**config.mk**
```make
export PLATFORM = sky130hd
export DESIGN_NAME = div_bcd_formatter
export DESIGN_NICKNAME = d
export VERILOG_FILES = /design/src/rtl/div_pkg.sv /design/src/rtl/div_bcd_formatter_dabble_step.sv /design/src/rtl/div_bcd_formatter.sv
export SDC_FILE = /design/constraint.sdc
export NUM_CORES = 1
export LEC_CHECK = 0
export ABC_CLOCK_PERIOD_IN_PS = 8600
export BUFFER_PORTS_ARGS = -buffer_cell sky130_fd_sc_hd__buf_2
export CORE_MARGIN = 1.5
export CORE_UTILIZATION = 62
export DETAILED_ROUTE_END_ITERATION = 8
export PLACE_DENSITY = 0.85
export SLEW_MARGIN = 20
export SYNTH_ARGS = -nofsm -noshare
export SYNTH_HDL_FRONTEND = slang
export SYNTH_SLANG_ARGS = --single-unit
```
**constraint.sdc**
```tcl
create_clock -name clk -period 8.6 [get_ports clk]
set_input_delay 2.58 -clock clk [delete_from_list [all_inputs] [get_ports clk]]
set_output_delay 2.58 -clock clk [all_outputs]
set_load 0.02 [all_outputs]
```
**src/rtl/div_pkg.sv**
```systemverilog
// Shared types and helpers for the divider's BCD output formatter.
package div_pkg;

  typedef enum logic [1:0] {
    IDLE  = 2'd0,
    SHIFT = 2'd1,
    DONE  = 2'd2
  } state_t;

  localparam int DEF_WIDTH = 8;
  localparam int CNT_W     = $clog2(DEF_WIDTH);

  // Smallest digit count whose decimal range covers 2^(width-1).
  function automatic int bcd_digits(input int width);
    longint p;
    int     d;
    p = 64'sd10;
    d = 32'sd1;
    for (int i = 0; i < 18; i++) begin
      if (p <= (longint'(1) << (width - 1))) begin
        p = p * 64'sd10;
        d = d + 32'sd1;
      end else begin
        p = p;
      end
    end
    return d;
  endfunction

endpackage

```
**src/rtl/div_bcd_formatter_dabble_step.sv**
```systemverilog
// One double-dabble iteration: add 3 to every nibble >= 5, then shift {bcd, mag} left.
module dabble_step #(
  parameter int WIDTH  = 8,
  parameter int DIGITS = 3
) (
  input  logic [4*DIGITS-1:0] bcd_in,
  input  logic [WIDTH-1:0]    mag_in,
  output logic [4*DIGITS-1:0] bcd_out,
  output logic [WIDTH-1:0]    mag_out
);

  logic [4*DIGITS-1:0] adj_s;

  // Per-nibble correction followed by the single-bit shift.
  always_comb begin
    adj_s = bcd_in;
    for (int i = 0; i < DIGITS; i++) begin
      if (bcd_in[4*i +: 4] >= 4'd5) begin
        adj_s[4*i +: 4] = bcd_in[4*i +: 4] + 4'd3;
      end else begin
        adj_s[4*i +: 4] = bcd_in[4*i +: 4];
      end
    end
    {bcd_out, mag_out} = {adj_s, mag_in} << 1;
  end

endmodule

```
**src/rtl/div_bcd_formatter.sv**
```systemverilog
// Converts the divider's signed quotient/remainder to sign + packed BCD,
// one bit per cycle, under a start/busy/done handshake.
module div_bcd_formatter
  import div_pkg::*;
#(
  parameter int WIDTH  = 8,
  parameter int DIGITS = bcd_digits(WIDTH)
) (
  input  logic                clk,
  input  logic                rst,
  input  logic                start,
  input  logic [WIDTH-1:0]    quo_in,
  input  logic [WIDTH-1:0]    rem_in,
  output logic                busy,
  output logic                done,
  output logic                quo_sign,
  output logic [4*DIGITS-1:0] quo_bcd,
  output logic                rem_sign,
  output logic [4*DIGITS-1:0] rem_bcd
);

  localparam int CW = (CNT_W > $clog2(WIDTH)) ? CNT_W : $clog2(WIDTH);
  localparam int BW = 4 * DIGITS;

  state_t          state_q, state_d;
  logic [CW-1:0]   cnt_q, cnt_d;
  logic            qsign_q, qsign_d, rsign_q, rsign_d;
  logic [WIDTH-1:0] qmag_q, qmag_d, rmag_q, rmag_d;
  logic [BW-1:0]   qscr_q, qscr_d, rscr_q, rscr_d;
  logic            busy_q, busy_d, done_q, done_d;
  logic            quo_sign_q, quo_sign_d, rem_sign_q, rem_sign_d;
  logic [BW-1:0]   quo_bcd_q, quo_bcd_d, rem_bcd_q, rem_bcd_d;

  logic [BW-1:0]    qstep_bcd_s, rstep_bcd_s;
  logic [WIDTH-1:0] qstep_mag_s, rstep_mag_s;

  dabble_step #(.WIDTH(WIDTH), .DIGITS(DIGITS)) u_quo_step (
    .bcd_in (qscr_q),
    .mag_in (qmag_q),
    .bcd_out(qstep_bcd_s),
    .mag_out(qstep_mag_s)
  );

  dabble_step #(.WIDTH(WIDTH), .DIGITS(DIGITS)) u_rem_step (
    .bcd_in (rscr_q),
    .mag_in (rmag_q),
    .bcd_out(rstep_bcd_s),
    .mag_out(rstep_mag_s)
  );

  // Next-state logic; outputs are loaded on entry to DONE so they appear with done.
  always_comb begin
    state_d    = state_q;
    cnt_d      = cnt_q;
    qsign_d    = qsign_q;
    rsign_d    = rsign_q;
    qmag_d     = qmag_q;
    rmag_d     = rmag_q;
    qscr_d     = qscr_q;
    rscr_d     = rscr_q;
    busy_d     = busy_q;
    done_d     = 1'b0;
    quo_sign_d = quo_sign_q;
    rem_sign_d = rem_sign_q;
    quo_bcd_d  = quo_bcd_q;
    rem_bcd_d  = rem_bcd_q;
    case (state_q)
      IDLE: begin
        if (start) begin
          qsign_d = quo_in[WIDTH-1];
          rsign_d = rem_in[WIDTH-1];
          // Negating -2^(WIDTH-1) wraps back to 2^(WIDTH-1) as an unsigned value.
          qmag_d  = quo_in[WIDTH-1] ? ({WIDTH{1'b0}} - quo_in) : quo_in;
          rmag_d  = rem_in[WIDTH-1] ? ({WIDTH{1'b0}} - rem_in) : rem_in;
          qscr_d  = {BW{1'b0}};
          rscr_d  = {BW{1'b0}};
          cnt_d   = {CW{1'b0}};
          busy_d  = 1'b1;
          state_d = SHIFT;
        end else begin
          state_d = IDLE;
        end
      end
      SHIFT: begin
        qscr_d = qstep_bcd_s;
        qmag_d = qstep_mag_s;
        rscr_d = rstep_bcd_s;
        rmag_d = rstep_mag_s;
        cnt_d  = cnt_q + {{(CW-1){1'b0}}, 1'b1};
        if (cnt_q == CW'(WIDTH - 1)) begin
          state_d    = DONE;
          done_d     = 1'b1;
          quo_bcd_d  = qstep_bcd_s;
          rem_bcd_d  = rstep_bcd_s;
          quo_sign_d = qsign_q;
          rem_sign_d = rsign_q;
        end else begin
          state_d = SHIFT;
        end
      end
      DONE: begin
        busy_d  = 1'b0;
        state_d = IDLE;
      end
      default: begin
        busy_d  = 1'b0;
        state_d = IDLE;
      end
    endcase
  end

  // State and output registers.
  always_ff @(posedge clk or posedge rst) begin
    if (rst) begin
      state_q    <= IDLE;
      cnt_q      <= {CW{1'b0}};
      qsign_q    <= 1'b0;
      rsign_q    <= 1'b0;
      qmag_q     <= {WIDTH{1'b0}};
      rmag_q     <= {WIDTH{1'b0}};
      qscr_q     <= {BW{1'b0}};
      rscr_q     <= {BW{1'b0}};
      busy_q     <= 1'b0;
      done_q     <= 1'b0;
      quo_sign_q <= 1'b0;
      rem_sign_q <= 1'b0;
      quo_bcd_q  <= {BW{1'b0}};
      rem_bcd_q  <= {BW{1'b0}};
    end else begin
      state_q    <= state_d;
      cnt_q      <= cnt_d;
      qsign_q    <= qsign_d;
      rsign_q    <= rsign_d;
      qmag_q     <= qmag_d;
      rmag_q     <= rmag_d;
      qscr_q     <= qscr_d;
      rscr_q     <= rscr_d;
      busy_q     <= busy_d;
      done_q     <= done_d;
      quo_sign_q <= quo_sign_d;
      rem_sign_q <= rem_sign_d;
      quo_bcd_q  <= quo_bcd_d;
      rem_bcd_q  <= rem_bcd_d;
    end
  end

  assign busy     = busy_q;
  assign done     = done_q;
  assign quo_sign = quo_sign_q;
  assign quo_bcd  = quo_bcd_q;
  assign rem_sign = rem_sign_q;
  assign rem_bcd  = rem_bcd_q;

endmodule
```
==> qor.txt <==
largest net degree at the start of global routing: 75
hold crit path type: flip-flop to flip-flop
Worst-Margin Slew: 1.08 ns
WL final: 6900 µm
root buf cell: clkbuf_8
Setup WS post-layout: 4.83 ns
slowest cell on the critical path: dfrtp_1
Cell variety after synth: 36
pre-CTS setup slack: 4.55 ns
share of the synthesized area in the top cell type: 0.519
final core utilization: 0.723
initial antenna violation count: 0
TritonCTS Buffers: 9
Max Cap Violations: 0
# rows: 27
Routability Congestion: 0.817
final clock skew: 0.00655 ns
crit-path max FO: 12
Die Wd: 78.8 µm
Post-synth ARST share: 1.00
CTS tree: built
post-CTS setup buffer count: 0
Starting Density: 0.644
CTS sink count: 74
DRC: 0
via count: 2688
worst-path cell chain: buf_2
Post-Syn Instances: 351
Slew Viols, Final: 0
clock slew at reported path FFs: 0.07 ns
post-route cell area: 0.00400 mm²
HPWL Detailed: 4570 µm
Final Hold Viols: 0
ratio of final minimum period to clock period: 0.438
fin crit period: 3.77 ns
Synth Flop Type: dfrtp_1
Setup CP Type: flip-flop to primary output
num ports: 47
Leak Pwr: 1.88 nW
core area: 0.00554 mm²
Setup crit start kind: flip-flop
total global routing overflow: 0
Yosys reg bits: 74
worst hold slack: 0.475 ns
placed inst area: 0.00382 mm²
RSZ-0062 raised after global routing: false
slowest stage delay, CP: 0.60 ns
setup violators final: 0
vias in the first global route: 2625
Synth area leaders: dfrtp_1 52%, o21ai_0 6.3%, ha_1 5.6%
delay-heaviest family, CP: flip-flops
Rel. slew slack: 0.279
hold_buf cts: 0
CTS Buffer Depth: 2
fin nets: 428
vias per cell: 5.73
IO Port Bufs: 46
Syn Nets: 386
TritonRoute pass-1 iters: 4
WL/cell: 14.7 µm
first-pass GRT wire length: 11700 µm
Ys Warns: 0
Total GRT Usage: 0.244
CP Capture Type: primary output
drt initial violations: 184
clock latency on the worst-skew pair: 0.34 ns
Pwr Density: 378 mW/mm²
fmax: 0.266 GHz
share of layout cells above drive strength 1: 0.184
setup TNS: 0 ns
Worst Path Buf+Inv: 1
post-synthesis sequential area ratio: 0.519
Syn Std Cell Area: 0.00357 mm²
post-route ant nets: 0
Peak VDD IR: 0.000256 V
Area Growth Syn to Fin: 12.3%
CTS resizes: 0
die area: 0.00622 mm²
CTS H-Tree Depth: 3
critical path data required time: 6.02 ns
cell taking the most area after synthesis: dfrtp_1
EDFF count, synth: 0
outcome: finished, final reports clean
die height: 78.8 µm
ANT cells: 0
Arrival @ worst endpoint: 1.19 ns
Syn Area/Cell: 10.2 µm²
path summary, 6_finish.rpt:
path | cells past startpoint | from | end | slack [ns]
worst min register to register | 2 | quo_bcd[7] | quo_bcd[7] | 0.48
worst max register to register | 4 | done | quo_bcd[0] | 6.12
worst max-delay path | 1 | done | done | 4.83
max in group asynchronous | 3 | rst | rscr_q[7] | 5.52
worst min-delay path | 2 | quo_bcd[7] | quo_bcd[7] | 0.48
min in group asynchronous | 3 | rst | quo_bcd[0] | 2.49
cells by family after synthesis:
logic type	share of synthesized area
flip-flops	0.519
AND/OR/NAND/NOR	0.121
AO/OA/AOI/OAI	0.189
XOR/XNOR	0.0393
multiplexers	0.0316
buffers and inverters	0.0435
adder cells (fa/ha/maj)	0.0561
through the flow:
step | instances | power [mW]
final | 469 | 1.51
after global routing | 469 | 1.63
after CTS | 469 | 1.51
after detailed placement | 454 | 1.25
after global placement | 454 | 1.20
after floorplan | 351 | 1.08
layout make-up:
type,count,area [µm²]
fillers,430,1540
well taps,72,90.1
inverters,19,71.3
flip-flops and latches,74,1850
clock inverters,2,37.5
multi-input cells,241,1560
clock buffers,13,149
repair buffers,48,245
synth_stat cells, types with 2 or more instances:
library cell / count
buf_2: 7
nand2b_1: 8
nor2_1: 5
a21oi_1: 23
dfrtp_1: 74
nand3_1: 2
mux2_2: 10
o31ai_1: 10
o21ai_0: 45
ha_1: 16
a22oi_1: 4
nand2_1: 50
nor3b_1: 10
a221o_1: 2
o221ai_1: 2
o22ai_1: 16
a32o_1: 6
xor2_1: 7
a22o_1: 2
clkbuf_1: 8
nor2b_1: 3
xnor2_1: 9
inv_1: 19
placed cells by master, fill, tap and decap left out, types with 6 or more instances in the layout:
cell      count
buf_2        46
nand2b_1      8
dfrtp_1      74
nand2_1      50
a21oi_1      23
xor2_1        7
ha_1         16
o22ai_1      16
nor3b_1      10
xnor2_1       9
a32o_1        6
o21ai_0      45
inv_1        18
mux2_2       10
o31ai_1      10
clkbuf_8     10
power breakdown:
group	switching, mW	internal (mW)
clock	0.120	0.141
sequential	0.105	0.496
combinational	0.388	0.262
total	0.612	0.899
layer usage:
layer | wire [µm] | part of all wire | vias up | global-route usage
met5 | 0 | 0 | - | 0
met4 | 104 | 0.015 | 0 | 0.0947
met3 | 295 | 0.043 | 12 | 0.0494
met2 | 3360 | 0.49 | 64 | 0.409
met1 | 3140 | 0.46 | 1288 | 0.314
li1 | - | - | 1324 | -
state kept, by name (all words and copies together), names as in the netlist:
register / flops
rmag_q: 8
cnt_q: 3
state_q: 1
quo_sign: 1
rsign_q: 1
qsign_q: 1
done: 1
rem_bcd: 12
busy: 1
quo_bcd: 12
qmag_q: 8
rem_sign: 1
rscr_q: 12
qscr_q: 12
No activity file was read; power rests on OpenSTA's default activity.
